## src/rtl/lcd_sequencer.sv

```systemverilog
// HD44780 host-side sequencer: power-up wait, 8-bit init, then character/clear
// writes with automatic DDRAM addressing for a 16x2 panel.
module lcd_sequencer #(
  parameter int unsigned T_PWRUP = 750000,
  parameter int unsigned T_CMD   = 2000,
  parameter int unsigned T_CLR   = 82000,
  parameter int unsigned CNT_W   = 20
) (
  input  logic       clk,
  input  logic       reset_n,
  input  logic       wr_valid,
  input  logic [7:0] wr_char,
  output logic       wr_ready,
  input  logic       clr_req,
  output logic       init_done,
  output logic       lcd_start,
  output logic       lcd_rs,
  output logic [7:0] lcd_data,
  input  logic       lcd_done
);

  typedef enum logic [2:0] {PWRUP, ISSUE, WAIT_DONE, DELAY, IDLE} state_t;
  // What the byte currently on the bus is, which decides what follows its delay
  typedef enum logic [1:0] {K_INIT, K_ADDR, K_CHAR, K_CLR} kind_t;

  localparam logic [CNT_W-1:0] CNT_PWRUP = CNT_W'(T_PWRUP - 1);
  localparam logic [CNT_W-1:0] CNT_CMD   = CNT_W'(T_CMD - 1);
  localparam logic [CNT_W-1:0] CNT_CLR   = CNT_W'(T_CLR - 1);

  state_t           state, state_n;
  kind_t            kind, kind_n;
  logic [CNT_W-1:0] cnt, cnt_n;
  logic [1:0]       init_idx, init_idx_n;
  logic [7:0]       char_q, char_q_n;
  logic             row, row_n;
  logic [3:0]       col, col_n;
  logic             rs_n;
  logic [7:0]       data_n;
  logic             init_done_n;

  function automatic logic [7:0] init_byte(input logic [1:0] idx);
    case (idx)
      2'd0:    init_byte = 8'h38;
      2'd1:    init_byte = 8'h0C;
      2'd2:    init_byte = 8'h06;
      default: init_byte = 8'h01;
    endcase
  endfunction

  always_ff @(posedge clk or negedge reset_n) begin
    if (!reset_n) begin
      state     <= PWRUP;
      kind      <= K_INIT;
      cnt       <= CNT_PWRUP;
      init_idx  <= '0;
      char_q    <= '0;
      row       <= 1'b0;
      col       <= '0;
      lcd_rs    <= 1'b0;
      lcd_data  <= '0;
      init_done <= 1'b0;
    end else begin
      state     <= state_n;
      kind      <= kind_n;
      cnt       <= cnt_n;
      init_idx  <= init_idx_n;
      char_q    <= char_q_n;
      row       <= row_n;
      col       <= col_n;
      lcd_rs    <= rs_n;
      lcd_data  <= data_n;
      init_done <= init_done_n;
    end
  end

  always_comb begin
    state_n     = state;
    kind_n      = kind;
    cnt_n       = cnt;
    init_idx_n  = init_idx;
    char_q_n    = char_q;
    row_n       = row;
    col_n       = col;
    rs_n        = lcd_rs;
    data_n      = lcd_data;
    init_done_n = init_done;

    case (state)
      PWRUP: begin
        if (cnt == '0) begin
          state_n    = ISSUE;
          kind_n     = K_INIT;
          init_idx_n = '0;
          rs_n       = 1'b0;
          data_n     = init_byte(2'd0);
        end else begin
          cnt_n = cnt - 1'b1;
        end
      end

      ISSUE: state_n = WAIT_DONE;

      WAIT_DONE: begin
        if (lcd_done) begin
          state_n = DELAY;
          // A data byte of 0x01 is a character, so only a command 0x01 gets the long wait
          cnt_n   = (!lcd_rs && lcd_data == 8'h01) ? CNT_CLR : CNT_CMD;
          if (kind == K_CHAR) begin
            if (col == 4'd15) begin
              col_n = '0;
              row_n = ~row;
            end else begin
              col_n = col + 4'd1;
            end
          end else if (kind == K_CLR) begin
            row_n = 1'b0;
            col_n = '0;
          end
        end
      end

      DELAY: begin
        if (cnt == '0) begin
          case (kind)
            K_INIT: begin
              if (init_idx == 2'd3) begin
                state_n     = IDLE;
                init_done_n = 1'b1;
                row_n       = 1'b0;
                col_n       = '0;
              end else begin
                state_n    = ISSUE;
                init_idx_n = init_idx + 2'd1;
                rs_n       = 1'b0;
                data_n     = init_byte(init_idx + 2'd1);
              end
            end
            K_ADDR: begin
              state_n = ISSUE;
              kind_n  = K_CHAR;
              rs_n    = 1'b1;
              data_n  = char_q;
            end
            default: state_n = IDLE;
          endcase
        end else begin
          cnt_n = cnt - 1'b1;
        end
      end

      IDLE: begin
        if (init_done) begin
          if (clr_req) begin
            state_n = ISSUE;
            kind_n  = K_CLR;
            rs_n    = 1'b0;
            data_n  = 8'h01;
          end else if (wr_valid) begin
            state_n  = ISSUE;
            char_q_n = wr_char;
            if (col == '0) begin
              kind_n = K_ADDR;
              rs_n   = 1'b0;
              data_n = row ? 8'hC0 : 8'h80;
            end else begin
              kind_n = K_CHAR;
              rs_n   = 1'b1;
              data_n = wr_char;
            end
          end
        end
      end

      default: state_n = PWRUP;
    endcase
  end

  assign lcd_start = (state == ISSUE);
  assign wr_ready  = (state == IDLE) && init_done;

endmodule

```

## config.mk

```make
export PLATFORM = sky130hd
export DESIGN_NAME = lcd_sequencer
export DESIGN_NICKNAME = d
export VERILOG_FILES = /design/src/rtl/lcd_sequencer.sv
export SDC_FILE = /design/constraint.sdc
export NUM_CORES = 1
export LEC_CHECK = 0
export BUFFER_PORTS_ARGS = -buffer_cell sky130_fd_sc_hd__clkbuf_2
export CAP_MARGIN = 0
export CORE_UTILIZATION = 64
export DETAILED_ROUTE_END_ITERATION = 10
export PLACE_DENSITY_LB_ADDON = 0.1
export SETUP_SLACK_MARGIN = 0.3
export SLEW_MARGIN = 20
export SYNTH_ARGS = -nofsm -noshare
export SYNTH_HDL_FRONTEND = slang
export SYNTH_SLANG_ARGS = --single-unit
```

## constraint.sdc

```tcl
create_clock -name clk -period 5.7 [get_ports clk]
set_input_delay 0.57 -clock clk [delete_from_list [all_inputs] [get_ports clk]]
set_output_delay 0.57 -clock clk [all_outputs]
set_load 0.05 [all_outputs]
```

-- Word-level counts from Yosys, hierarchy flattened
Cells that the tools add are included.
- ROM bits: 0
- logic and storage cells: 124
- output and inout bits: 12
- memories kept: 0
- latch bits: 0
- bits in registers: 50
- bits in writable memories: 0
- bits of input ports: 13
- multiply operators: 0
- $add $sub $neg: 3
- magnitude comparators: 0
- bitwise gates (word level): 2
- shift-type cells: 0
- multiplexer cells: 61
- equality and inequality tests: 26
- div/mod/pow operators: 0
- reduce and logical (&&, ||, !) cells: 22
- operator list (operator ; number):
    8-bit two-way mux ; 7
    20-bit two-way mux ; 2
    20-bit one-hot mux with 2 select lines ; 1
    4-bit two-way mux ; 7
    8-bit one-hot mux with 3 select lines ; 1
    3-bit two-way mux ; 7
    20-bit logical NOT ; 1
    2-bit two-way mux ; 10
    20-bit by 1-bit subtractor with 20-bit output, second input constant ; 1
    2-bit != test, second input constant ; 9
    6-bit one-hot mux with 3 select lines ; 1
    17-bit two-way mux ; 1
    8-bit one-hot mux with 2 select lines ; 1
    3-bit != test, second input constant ; 5
    3-bit one-hot mux with 5 select lines ; 1
    1-bit two-way mux ; 14
    7-bit AND reduction ; 2
    6-bit AND reduction ; 2
    5-bit AND reduction ; 2
    2-bit == test, second input constant ; 4
    8-bit by 1-bit == test with 1-bit output, second input constant ; 1
    4-bit one-hot mux with 2 select lines ; 1
    4-bit AND reduction ; 2
    7-bit two-way mux ; 1
    other kinds (22) ; 30

-- Longest topological paths before layout
- word-level depth: 7
- mapped depth: 8
- gate-level depth less buffers: 7

-- Worst setup path after synthesis
Ideal clock, no wire load.
- path kind: reg-to-reg
- start: register cnt[6]
- end: register cnt[18]
- stages on the path, launching flop included: 8
- buffers on the path: 2
- arrival time: 2378 ps
- clock period less this slack: 2456 ps
- required time: 5622 ps
- setup slack: 3244 ps
- library setup time: 78 ps
- cells stage by stage: dfrtp_1 > or4_1 > buf_2 > or3_1 > buf_6 > or3_4 > or4_1 > a21oi_1
- word-level cells in the longest chain between the ends: 3
- elaborated cells on any way between the ends: 6
- classes of those cells: 1 x add/sub; 1 x eq/ne; 2 x mux; 2 x reduce/logical
- RTL lines (item ; line ; RTL):
    from (decl) ; 32 ; logic [CNT_W-1:0] cnt, cnt_n;
    from (signal assigned) ; 65 ; cnt <= cnt_n;
    20-bit by 1-bit subtractor with 20-bit output / 20-bit logical NOT (equally long branches) ; n/a ;
    20-bit two-way mux / 2-bit != test (equally long branches) ; n/a ;
    20-bit one-hot mux with 2 select lines / 3-bit AND reduction (equally long branches) ; n/a ;
Parallel ways exist; a longest one is shown, timed or not. The select of a mux whose other input is x is not followed.
A chain may end at the register's enable or synchronous reset.

-- Worst setup path after layout
- start: register state[2]
- end: output wr_ready
- word-level cells in the longest chain between the ends: 2
- RTL lines (item ; line ; RTL):
    from (decl) ; 30 ; state_t state, state_n;
    from (signal assigned) ; 63 ; state <= state_n;
    3-bit == test ; 179 ; assign wr_ready = (state == IDLE) && init_done;
    1-bit logical AND ; 179 ;
    to (decl) ; 13 ; output logic wr_ready,
Every way passes these cells.

==> metrics.cfg <==
[synthesis]
portion_of_the_post_synthesis_area_used_by_sequential_elements = 0.431
post_synth_instance_area_sq_um = 2940
post-synth-top-area-cell = dfrtp_1
post_synth_edffs = 0
yosysTopAreaCellShare = 0.315
synthArstFlopShare = 1.00
ys_top_cells_by_area = dfrtp_1 31%, dfstp_2 12%, mux2_2 5.7%
synth.ff_latch_count = 50
ys_top_cells_by_count = 37 x dfrtp_1, 30 x nor2_1, 26 x a21oi_1, 24 x o21ai_0, 19 x nand2_1
post-synth-top-count-cell = dfrtp_1
synth.avg_cell_area_sq_um = 9.19
yosys_warning_count = 0
synth_cells = 320
synth_flop_cell = dfrtp_1
synth.distinct_cells = 52
syn-num-nets = 340

[placed_design]
placed_cells = 383
detailed_place_hpwl_mm = 4.68
place.gp.congestion = 0.916
port_buffers = 24

[critical_path]
arrival_ns = 2.18
cp_cell_sequence = nor3b_1 > and2_1 > clkbuf_2
crit_family = simple AND/OR/NAND/NOR gates
critical_path.startpoint_type = register
setup_crit_end_kind = output port
worst_ep_required_ns = 5.13
path_buf_inv = 1
crit_path_top_delay_cell = nor3b_1
slowest_delay_ns = 0.78
timing.critical_path.fanout_max = 15
critical_path_class = register to output port

[floorplanning]
die_w_microns = 69.8
standard_cell_rows = 24
floorplan.die_area_sq_um = 4870
design.portCount = 25
coreArea_sq_um = 4380
start_util = 0.671
die_height_microns = 69.8

[sta]
fin_clk_skew_ns = 0.0121
hold_violations = 0
final.setup.tns_ns = 0
timing.final.crit_share = 0.483
worst-slew-pin-transition_ns = 0.935
setup_repair_after_global_routing_missed_its_margin = no
max_slew_vio_count = 0
max_freq_mhz = 363
final_period_minus_worst_setup_slack_ns = 2.75
max-slew-margin-rel = 0.377
finalSetupViolCount = 0

[clock_network]
postCtsResizedCells = 0
cts.repair_timing.setup_buffer_count = 0
cts_tree = done
ctsLongestPathBuffers = 2
cts.root.buffer_cell = clkbuf_8
clkLatencyLatePin_ns = 0.31
ctsHtreeMaxLevel = 2
tritoncts.num_buffers = 5
cts_hold_buffers = 0
cts.sinks = 50
path_clk_slew_ns = 0.09

[grt]
grt_first_pass_wirelength_mm = 10.9
initial_antenna_violation_count = 0
gr-usage-all-layers = 0.283
first_global_vias = 2330
pin_count_of_the_biggest_net_entering_global_routing = 51
globalRoute.totalOverflow = 0

[drt]
first_drt_iteration_drcs = 207
met2_length_mm = 3.32
drt_pass1_iterations = 5
routed_wl_mm = 6.45
route.detailed.vias_per_inst = 6.29
routed_wire_length_per_instance_microns = 16.5
met3_wire_length_microns = 245
drc_errors = 0
dr.max_layer_used = met4
dr_total_vias = 2461
drt.antenna.violating_nets = 0
m1WireLength_mm = 2.71

[power]
worst_ir_drop_vdd_mv = 0.271
total_power_per_unit_cell_area_nw_per_um2 = 367
cellLeakagePower_nw = 1.39

[cells_and_area]
finalNonFillerCells = 391
area_of_combinational_cells_with_multiple_inputs_sq_um = 1560
diodes = 0
syn_to_final_growth_pct = 8.76
final.fill_count = 317
design.final.nets = 358
layout.area.seq_sq_um = 1270
post_route_cells_drive_above_1_share = 0.221

[status]
run_status = finished clean

[flow_run]
timing.max_cap.violations = 0

[min_path]
path_category_of_the_worst_min_delay_check = primary input to asynchronous set/reset pin

per-stage QoR:
stage	power [mW]	setup WS (ns)	cell area, sq um	utilization	hold slack [ns]
3_3_place_gp	0.908	3.16	3080	0.702	0.488
2_1_floorplan	0.808	3.24	2940	-	0.274
4_1_cts	1.18	2.96	3200	0.729	0.370
3_5_place_dp	0.920	3.07	3080	0.702	0.496
5_1_grt	1.24	2.82	3200	0.730	0.419
6_report	1.18	2.95	3200	0.730	0.359
cell families (layout without fill, tap and decap cells):
group                      Yosys count  in the layout  share of synthesized area
muxes                               21             21                     0.0778
buffers and inverters               30             49                     0.0417
DFF                                 50             50                      0.431
and+or+nand+nor                    117            117                      0.213
xor gates and xnor gates             6              6                     0.0179
adders and majority gates            7              7                     0.0298
AOI/OAI and AO/OA                   89             89                      0.189
flip-flops by register name, indices dropped and copies added (netlist names):
name	cells
state	3
init_idx	2
lcd_data	8
lcd_rs	1
row	1
col	4
init_done	1
char_q	8
kind	2
cnt	20
routing by layer:
metal  up-vias  track usage
met5         -            0
li1       1206            -
met2        77        0.482
met4         0        0.127
met3        14       0.0407
met1      1164        0.358
layout make-up:
class | count | share of cell area
Clock inverter | 3 | 0.0149
Timing Repair Buffer | 27 | 0.0446
Clock buffer | 5 | 0.0215
Inverter | 14 | 0.0164
Sequential cell | 50 | 0.396
Multi-Input combinational cell | 240 | 0.486
Tap cell | 52 | 0.0203
placed cells by master, fill, tap and decap left out, types with 3 or more instances in the layout:
master and instances:
or3_1 7, nand2b_1 3, o22a_1 4, mux2_2 15, o31ai_1 5, a21o_1 4
nor2_1 30, nand2_1 19, inv_1 14, dfrtp_1 37, or2_2 4, nor3_1 11
xor2_1 5, a31oi_1 6, nand4_1 3, nor4_1 5, dfstp_2 13, o211ai_1 3
a21oi_1 25, buf_4 3, nand3_1 7, or4_1 4, ha_1 7, nand3b_1 4
nor2b_1 6, nor3b_1 4, mux2i_1 6, clkbuf_8 5, o21ai_0 24, clkbuf_2 24
final timing paths:
check,start,endpoint,slack (ns),cells past startpoint
max,state[2],wr_ready,2.95,3
min,reset_n,cnt[15],0.36,2
max reg2reg,cnt[0],lcd_data[7],3.07,8
min reg2reg,char_q[3],char_q[3],0.52,1
max in group asynchronous,reset_n,row,4.92,2
min in group clk,wr_char[3],char_q[3],0.51,2
power by group:
part | internal, mW | switching, mW
clock | 0.133 | 0.124
combinational | 0.140 | 0.283
sequential | 0.427 | 0.0681
No activity file was read; power rests on OpenSTA's default activity.
